==> config.mk <==
export PLATFORM = sky130hd
export DESIGN_NAME = icache_refill_ctrl
export DESIGN_NICKNAME = d
export VERILOG_FILES = /design/src/rtl/icache_refill_ctrl.sv
export SDC_FILE = /design/constraint.sdc
export NUM_CORES = 1
export LEC_CHECK = 0
export ABC_AREA = 1
export CELL_PAD_IN_SITES_DETAIL_PLACEMENT = 0
export CELL_PAD_IN_SITES_GLOBAL_PLACEMENT = 1
export CORE_MARGIN = 2
export CORE_UTILIZATION = 35
export DETAILED_ROUTE_END_ITERATION = 16
export GPL_TIMING_DRIVEN = 1
export PLACE_DENSITY = 0.92
export SLEW_MARGIN = 20
export SYNTH_ARGS = -nofsm -noshare
export SYNTH_HDL_FRONTEND = slang
export SYNTH_SLANG_ARGS = --single-unit
==> constraint.sdc <==
create_clock -name Clk -period 5.6 [get_ports Clk]
set_input_delay 1.68 -clock Clk [delete_from_list [all_inputs] [get_ports Clk]]
set_output_delay 1.68 -clock Clk [all_outputs]
set_load 0.02 [all_outputs]
==> src/rtl/icache_refill_ctrl.sv <==
// Instruction-cache line refill controller.
// Fetches the missing 4-word line over a word-wide valid handshake,
// writes it into the cache in one cycle and stalls fetch meanwhile.
module icache_refill_ctrl #(
  parameter int TIMEOUT = 255,
  parameter int CNT_W   = 16
) (
  input  logic              Clk,
  input  logic              Reset,
  input  logic              miss,
  input  logic [31:0]       miss_addr,
  output logic              mem_req,
  output logic [31:0]       mem_addr,
  input  logic              mem_valid,
  input  logic [31:0]       mem_rdata,
  output logic              line_wr,
  output logic [27:0]       line_addr,
  output logic [127:0]      line_data,
  output logic              stall,
  output logic              err,
  output logic [CNT_W-1:0]  refill_cnt
);

  localparam int TMO_W = (TIMEOUT > 1) ? $clog2(TIMEOUT + 1) : 1;
  localparam logic [TMO_W-1:0] TMO_LAST = TMO_W'(TIMEOUT - 1);

  typedef enum logic [1:0] {IDLE, FILL, WRITE, SETTLE} state_t;

  state_t           state;
  state_t           state_next;
  logic [1:0]       beat;
  logic [TMO_W-1:0] tmo_cnt;

  // The low PC bits only select a word inside the line, which the
  // whole-line fetch covers anyway.
  logic unused_offset;
  assign unused_offset = ^miss_addr[3:0];

  // The word being requested always follows the beat index.
  assign mem_addr = {line_addr, beat, 2'b00};

  // State register; reset returns to IDLE from anywhere, dropping a partial line.
  always_ff @(posedge Clk) begin
    if (Reset) begin
      state <= IDLE;
    end else begin
      state <= state_next;
    end
  end

  // Next-state and handshake outputs; the stall is raised in the miss cycle itself.
  always_comb begin
    state_next = state;
    mem_req    = 1'b0;
    line_wr    = 1'b0;
    stall      = 1'b1;
    case (state)
      IDLE: begin
        stall = miss;
        if (miss) begin
          state_next = FILL;
        end
      end
      FILL: begin
        mem_req = 1'b1;
        if (mem_valid && (beat == 2'd3)) begin
          state_next = WRITE;
        end
      end
      WRITE: begin
        line_wr    = 1'b1;
        state_next = SETTLE;
      end
      SETTLE: begin
        state_next = IDLE;
      end
      default: begin
        state_next = IDLE;
      end
    endcase
  end

  // Line assembly, timeout restart, sticky error and saturating refill count.
  always_ff @(posedge Clk) begin
    if (Reset) begin
      beat       <= 2'd0;
      tmo_cnt    <= '0;
      err        <= 1'b0;
      refill_cnt <= '0;
      line_addr  <= '0;
      line_data  <= '0;
    end else begin
      case (state)
        IDLE: begin
          if (miss) begin
            line_addr <= miss_addr[31:4];
            line_data <= '0;
            beat      <= 2'd0;
            tmo_cnt   <= '0;
          end
        end
        FILL: begin
          if (mem_valid) begin
            line_data[{beat, 5'd0} +: 32] <= mem_rdata;
            beat    <= beat + 2'd1;
            tmo_cnt <= '0;
          end else if (tmo_cnt == TMO_LAST) begin
            err       <= 1'b1;
            beat      <= 2'd0;
            tmo_cnt   <= '0;
            line_data <= '0;
          end else begin
            tmo_cnt <= tmo_cnt + TMO_W'(1);
          end
        end
        WRITE: begin
          if (refill_cnt != '1) begin
            refill_cnt <= refill_cnt + CNT_W'(1);
          end
        end
        default: begin
        end
      endcase
    end
  end

endmodule

==> results of run 1 <==
==> registers in the layout (all words and copies together), names as in the netlist <==
register    cells
beat            2
err             1
refill_cnt     16
line_addr      28
line_data     128
tmo_cnt         8
state           2
==> cell families (layout without fill, tap and decap cells) <==
kind of cell / count (synthesis) / in the layout / synth area share [%]
AOI/OAI and AO/OA: 141 / 141 / 8.22
other: 1 / 2 / 0.0411
buffers and inverters: 320 / 523 / 15.4
DFF: 185 / 185 / 40.6
adders and majority gates: 11 / 11 / 1.51
xor gates and xnor gates: 11 / 11 / 1.06
and+or+nand+nor: 718 / 718 / 33.2
==> cell type report <==
| class | instances | share of cell area, % |
|---|---|---|
| clock buffers | 17 | 3.46 |
| clock inverters | 13 | 1.38 |
| repair buffers | 277 | 22.4 |
| flip-flops and latches | 185 | 30.1 |
| inverters | 216 | 6.59 |
| well taps | 335 | 3.41 |
| multi-input cells | 883 | 32.7 |
==> critical path: stages <==
cell	delay, ps
clkdlybuf4s50_1	490
inv_1	40
nand2_1	110
clkdlybuf4s50_1	620
==> cell usage after synthesis (11+ instances only) <==
| cell | instances | area [um2] |
|---|---|---|
| nor3b_1 | 20 | 150 |
| inv_1 | 211 | 792 |
| o21ai_0 | 86 | 430 |
| buf_4 | 31 | 233 |
| ha_1 | 11 | 138 |
| o21ai_1 | 22 | 110 |
| a21oi_1 | 20 | 100 |
| dfxtp_1 | 185 | 3700 |
| nand2_1 | 318 | 1190 |
| clkbuf_1 | 44 | 165 |
| nor2_1 | 284 | 1070 |
| buf_2 | 20 | 100 |
| nand3_2 | 14 | 140 |
| nand3_1 | 55 | 275 |
==> worst paths after layout <==
path                  from              to  depth (start not counted)
max                   miss           stall                          4
max reg2reg        beat[0]  line_data[114]                         10
min reg2reg  line_data[31]   line_data[31]                          2
min          line_data[31]   line_data[31]                          2
==> cells in the final DEF, fill, tap and decap left out, types with 5 or more instances in the layout <==
cell type          n
a21oi_1           20
a21oi_2            9
and3_1             5
buf_4              9
clkbuf_16         17
clkdlybuf4s50_1  268
dfxtp_1          185
ha_1              11
inv_1            211
nand2_1          318
nand3_1           55
nand3_2           14
nand4_1            9
nor2_1           284
nor3b_1           20
o21ai_0           85
o21ai_1           23
xor2_1             7
==> stage by stage <==
step           power (W)  util [%]  std cells
5_1_grt          0.00760      47.6       1926
3_3_place_gp     0.00575      45.3       1896
4_1_cts          0.00710      47.6       1926
6_report         0.00703      47.6       1926
2_1_floorplan    0.00444         -       1388
3_5_place_dp     0.00581      45.3       1896
==> metal layers <==
metal | wire [um] | share of wire [%] | track usage (%)
met2 | 12900 | 46 | 33.5
met3 | 2280 | 8.1 | 6.17
met1 | 12700 | 45 | 26.8
met4 | 421 | 1.5 | 4.55
met5 | 0 | 0 | 0
==> report_power, final <==
group / switching [W] / leakage (nW) / total, W / internal (W)
clock: 0.000551 / 0.283 / 0.00126 / 0.000704
combinational: 0.00224 / 3.50 / 0.00370 / 0.00146
sequential: 0.000288 / 1.52 / 0.00207 / 0.00178
total: 0.00308 / 5.30 / 0.00703 / 0.00395
==> impl_results.md, run 1 <==
* Seq. cell area at 0.00370 mm2
* Die X at about 170 um
* Ys Warns at 0
* Die Y at 166 um
* Data arrival, critical path at 2940 ps
* Main synth FF type: dfxtp_1
* Hold_ws at around 470 ps
* Mapped cell area at 0.00913 mm2
* Max_cap viols at 0
* Syn_area_per_cell at between 6 and 7 um2
* Least-Margin Pin Slew at roughly 1100 ps
* Layout cell share with drive strength beyond 1 at 4.71%
* Final Max Tran Viols at 0
* Post-DP HPWL at 19900 um
* Buffers on Ports at 269
* Vias per inst at 4.61
* CP endpoint kind: primary output
* DR DRC count at 0
* Reg clk slew, reported paths at 70 ps
* GR Overflow Total at 0
* Clk root buf: clkbuf_16
* Crit Path Category: input pin to primary output
* Clk_lat worst skew at 430 ps
* Post-CTS Setup Bufs at 0
* EDFF count, synth at 0
* Inserted Diodes at 0
* Sink Count at 185
* Total global routing track utilization at 20.5%
* Dpl cell area at ~0.012 mm2
* Boundary Pins at 276
* Max IR drop VDD at 0.319 mV
* Global-route wire length before repair at approximately 44000 um
* Final ANT Viol Nets at 0
* Vias in the first global route at 8079
* Max Clock Freq at 0.216 GHz
* Initial core utilization at 35.3%
* Setup TNS at 0 ps
* Outcome: finished clean
* Reg2Reg Setup Slack at approximately 2400 ps
* DR vias at 8886
* Largest net degree at the start of global routing at 76
* Total Wirelength at about 28000 um
* RSZ-0062 raised after global routing: false
* Post-route cell area at between 0.01 and 0.015 mm2
* CP Launch Type: input pin
* TritonRoute pass-1 iters at 7
* Worst Skew at 14.4 ps
* FFs w/ async S/R, synth at 0%
* Initial antenna violation count at 0
* Synthesized flop and latch total at 185
* Static Leak at 5.30 nW
* Fin crit share at between 80% and 90%
* CTS Buf Count at 17
* Post-CTS sizing at 0
* Footprint of the multi-input gates at 0.00402 mm2
* Fin. Hold Viols at 0
* Worst slack, placed at 961 ps
* CTS Hold Bufs at 0
* Worst setup margin at 977 ps
* Routed length per instance at 14.7 um
* Setup Viol. Count Final at 0
* Placeable Area at approximately 0.026 mm2
* Layout area overhead at 34.8%
* Pwr dens at 571 mW/mm2
* Clock buffer depth at 2
* CTS tree: yes
* Min Clock Period, post-route at 4620 ps
* GP Congestion at approximately 0.83
* H-tree levels at 4
* FP Rows at 59
* Rel. slew slack at between 20% and 30%
* Required @ worst endpoint at around 3900 ps
* Seq/Total Area, Yosys at 40.6%
* Die Area at about 0.027 mm2
* Fill count at 2645
* Initial DRC Count at between 600 and 700
* Worst Hold Class: flip-flop to flip-flop
* Synth cell types at 36
* Crit-path max FO at 3
* Layout net count at 1659
* Mapped Cells at 1387
(Power assumes the default switching activity.)
==> run 2: changes to the inputs <==
- CORE_UTILIZATION: 35 -> 29
- PLACE_DENSITY: 0.92 -> 0.82
- clock period: 5.6 -> 4.2 ns (I/O delays scaled with it)
==> impl_results.md, run 2 (same netlist as run 1, synthesis figures left out) <==
* FP Rows at 64 (was 59)
* Post-CTS sizing at 0 (unchanged)
* GR Overflow Total at 0 (unchanged)
* Setup TNS at 0 ps (unchanged)
* Final ANT Viol Nets at 0 (unchanged)
* Die Area at 0.0329 mm2 (was 0.0274 mm2)
* Clock buffer depth at 2 (unchanged)
* Total Wirelength at 29700 um (was 28300 um)
* Most common cell after layout, fill and taps aside: nand2_1 (unchanged)
* H-tree levels at 4 (unchanged)
* Worst Skew at 8.71 ps (was 14.4 ps)
* DR vias at 8806 (was 8886)
* Hold_ws at 465 ps (was 471 ps)
* Final Max Tran Viols at 0 (unchanged)
* Largest net degree at the start of global routing at 84 (was 76)
* Vias per inst at 4.41 (was 4.61)
* Max_cap viols at 0 (unchanged)
* Max IR drop VDD at 0.323 mV (was 0.319 mV)
* Boundary Pins at 276 (unchanged)
* Post-CTS Setup Bufs at 0 (unchanged)
* Combinational power share at 52.6% (was 52.7%)
* TritonRoute pass-1 iters at 4 (was 7)
* Die X at 181 um (was 166 um)
* Max FFs per register at 128 (unchanged)
* Global-route wire length before repair at 46900 um (was 43800 um)
* Sink Count at 185 (unchanged)
* Rel. slew slack at 24.6% (was 28.0%)
* Least-Margin Pin Slew at 1130 ps (was 1080 ps)
* Int Power at 0.00538 W (was 0.00395 W)
* Layout area overhead at 37.0% (was 34.8%)
* Largest Register: line_data (unchanged)
* Placeable Area at 0.0308 mm2 (was 0.0258 mm2)
* CTS Buf Count at 17 (unchanged)
* Outcome: finished clean (unchanged)
* Fin crit share at 91.1%
* Routed length per instance at 14.9 um (was 14.7 um)
* Static Leak at 5.37 nW (was 5.30 nW)
* Vias in the first global route at 8399 (was 8079)
* RSZ-0062 raised after global routing: false (unchanged)
* Initial core utilization at 29.6% (was 35.3%)
* Fin. Hold Viols at 0 (unchanged)
* Data arrival, critical path at 2560 ps (was 2940 ps)
* Crit-path max FO at 3 (unchanged)
* Crit Path Category: input pin to primary output (unchanged)
* DR DRC count at 0 (unchanged)
* CTS Hold Bufs at 0 (unchanged)
* Largest regs: line_data x128, line_addr x28, refill_cnt x16 (unchanged)
* Clock power frac at 18.6% (was 17.9%)
* Clk_lat worst skew at 430 ps (about the same)
* Total global routing track utilization at 18.1% (was 20.5%)
* Pwr dens at 765 mW/mm2 (was 571 mW/mm2)
* Buffers on Ports at 269 (unchanged)
* Layout net count at 1665 (was 1659)
* CTS tree: yes (unchanged)
* Clk root buf: clkbuf_16 (unchanged)
* Reg clk slew, reported paths at 70 ps (about the same)
* Min Clock Period, post-route at 3820 ps
* GP Congestion at 0.820 (was 0.833)
* Setup Viol. Count Final at 0 (unchanged)
* Inserted Diodes at 0 (unchanged)
* Psw at 0.00419 W (was 0.00308 W)
* Layout cell share with drive strength beyond 1 at 5.19% (was 4.71%)
* Worst Hold Class: flip-flop to flip-flop (unchanged)
* Most frequent cells in the layout: 318 x nand2_1, 284 x nor2_1, 268 x clkdlybuf4s50_1 (unchanged)
* Required @ worst endpoint at 2940 ps (was 3920 ps)
* Sw Ratio at 43.8% (about the same)
* Initial DRC Count at 559 (was 687)
* Post-DP HPWL at 21400 um (was 19900 um)
* CP endpoint kind: primary output (unchanged)
* Max Clock Freq at roughly 0.26 GHz
* Die Y at 181 um (was 166 um)
* Initial antenna violation count at 0 (unchanged)
* CP Launch Type: input pin (unchanged)
* Flop pwr share at 28.8% (was 29.5%)
## run 2: per-layer routing
layer / GRT usage, % / routed length [um]
met3: 5.50 / 2110
met4: 5.43 / 597
met1: 23.3 / 13600
met2: 29.3 / 13400
met5: 0 / 0
## run 2: path summary, 6_finish.rpt
path	end	start	cells past startpoint	slack [ps]
max	stall	miss	4	380
min	line_data[63]	line_data[63]	2	470
max reg2reg	line_data[51]	beat[0]	7	1210
min reg2reg	line_data[63]	line_data[63]	2	470
## run 2: cell type report
| class | count | area (um2) |
|---|---|---|
| Inverter | 216 | 811 |
| Sequential cell | 185 | 3700 |
| Fill cell | 3212 | 18300 |
| Tap cell | 396 | 495 |
| Timing Repair Buffer | 283 | 2830 |
| Clock buffer | 17 | 425 |
| Clock inverter | 15 | 215 |
| Multi-Input combinational cell | 883 | 4020 |
## run 2: critical path, stage by stage
cell             delay, ps
clkdlybuf4s50_1        510
inv_1                   50
nand2_1                120
clkdlybuf4s50_1        630
## run 2: power groups by stage
stage	sequential, W	clock [W]	combinational (W)
5_1_grt	0.00284	0.00189	0.00557
6_report	0.00275	0.00178	0.00504
2_1_floorplan	0.00345	0	0.00246
3_3_place_gp	0.00278	0	0.00501
4_1_cts	0.00276	0.00182	0.00508
3_5_place_dp	0.00279	0	0.00505
## run 2: per-stage QoR
step / setup slack [ps] / power [W] / instances / utilization, % / instance area, um2
floorplan: 1490 / 0.00592 / 1388 / - / 9130
global placement: 350 / 0.00779 / 1963 / 38.5 / 11900
detailed placement: 366 / 0.00784 / 1963 / 38.5 / 11900
CTS: 361 / 0.00967 / 1995 / 40.6 / 12500
global route: 363 / 0.0103 / 1995 / 40.6 / 12500
finish: 376 / 0.00957 / 1995 / 40.6 / 12500
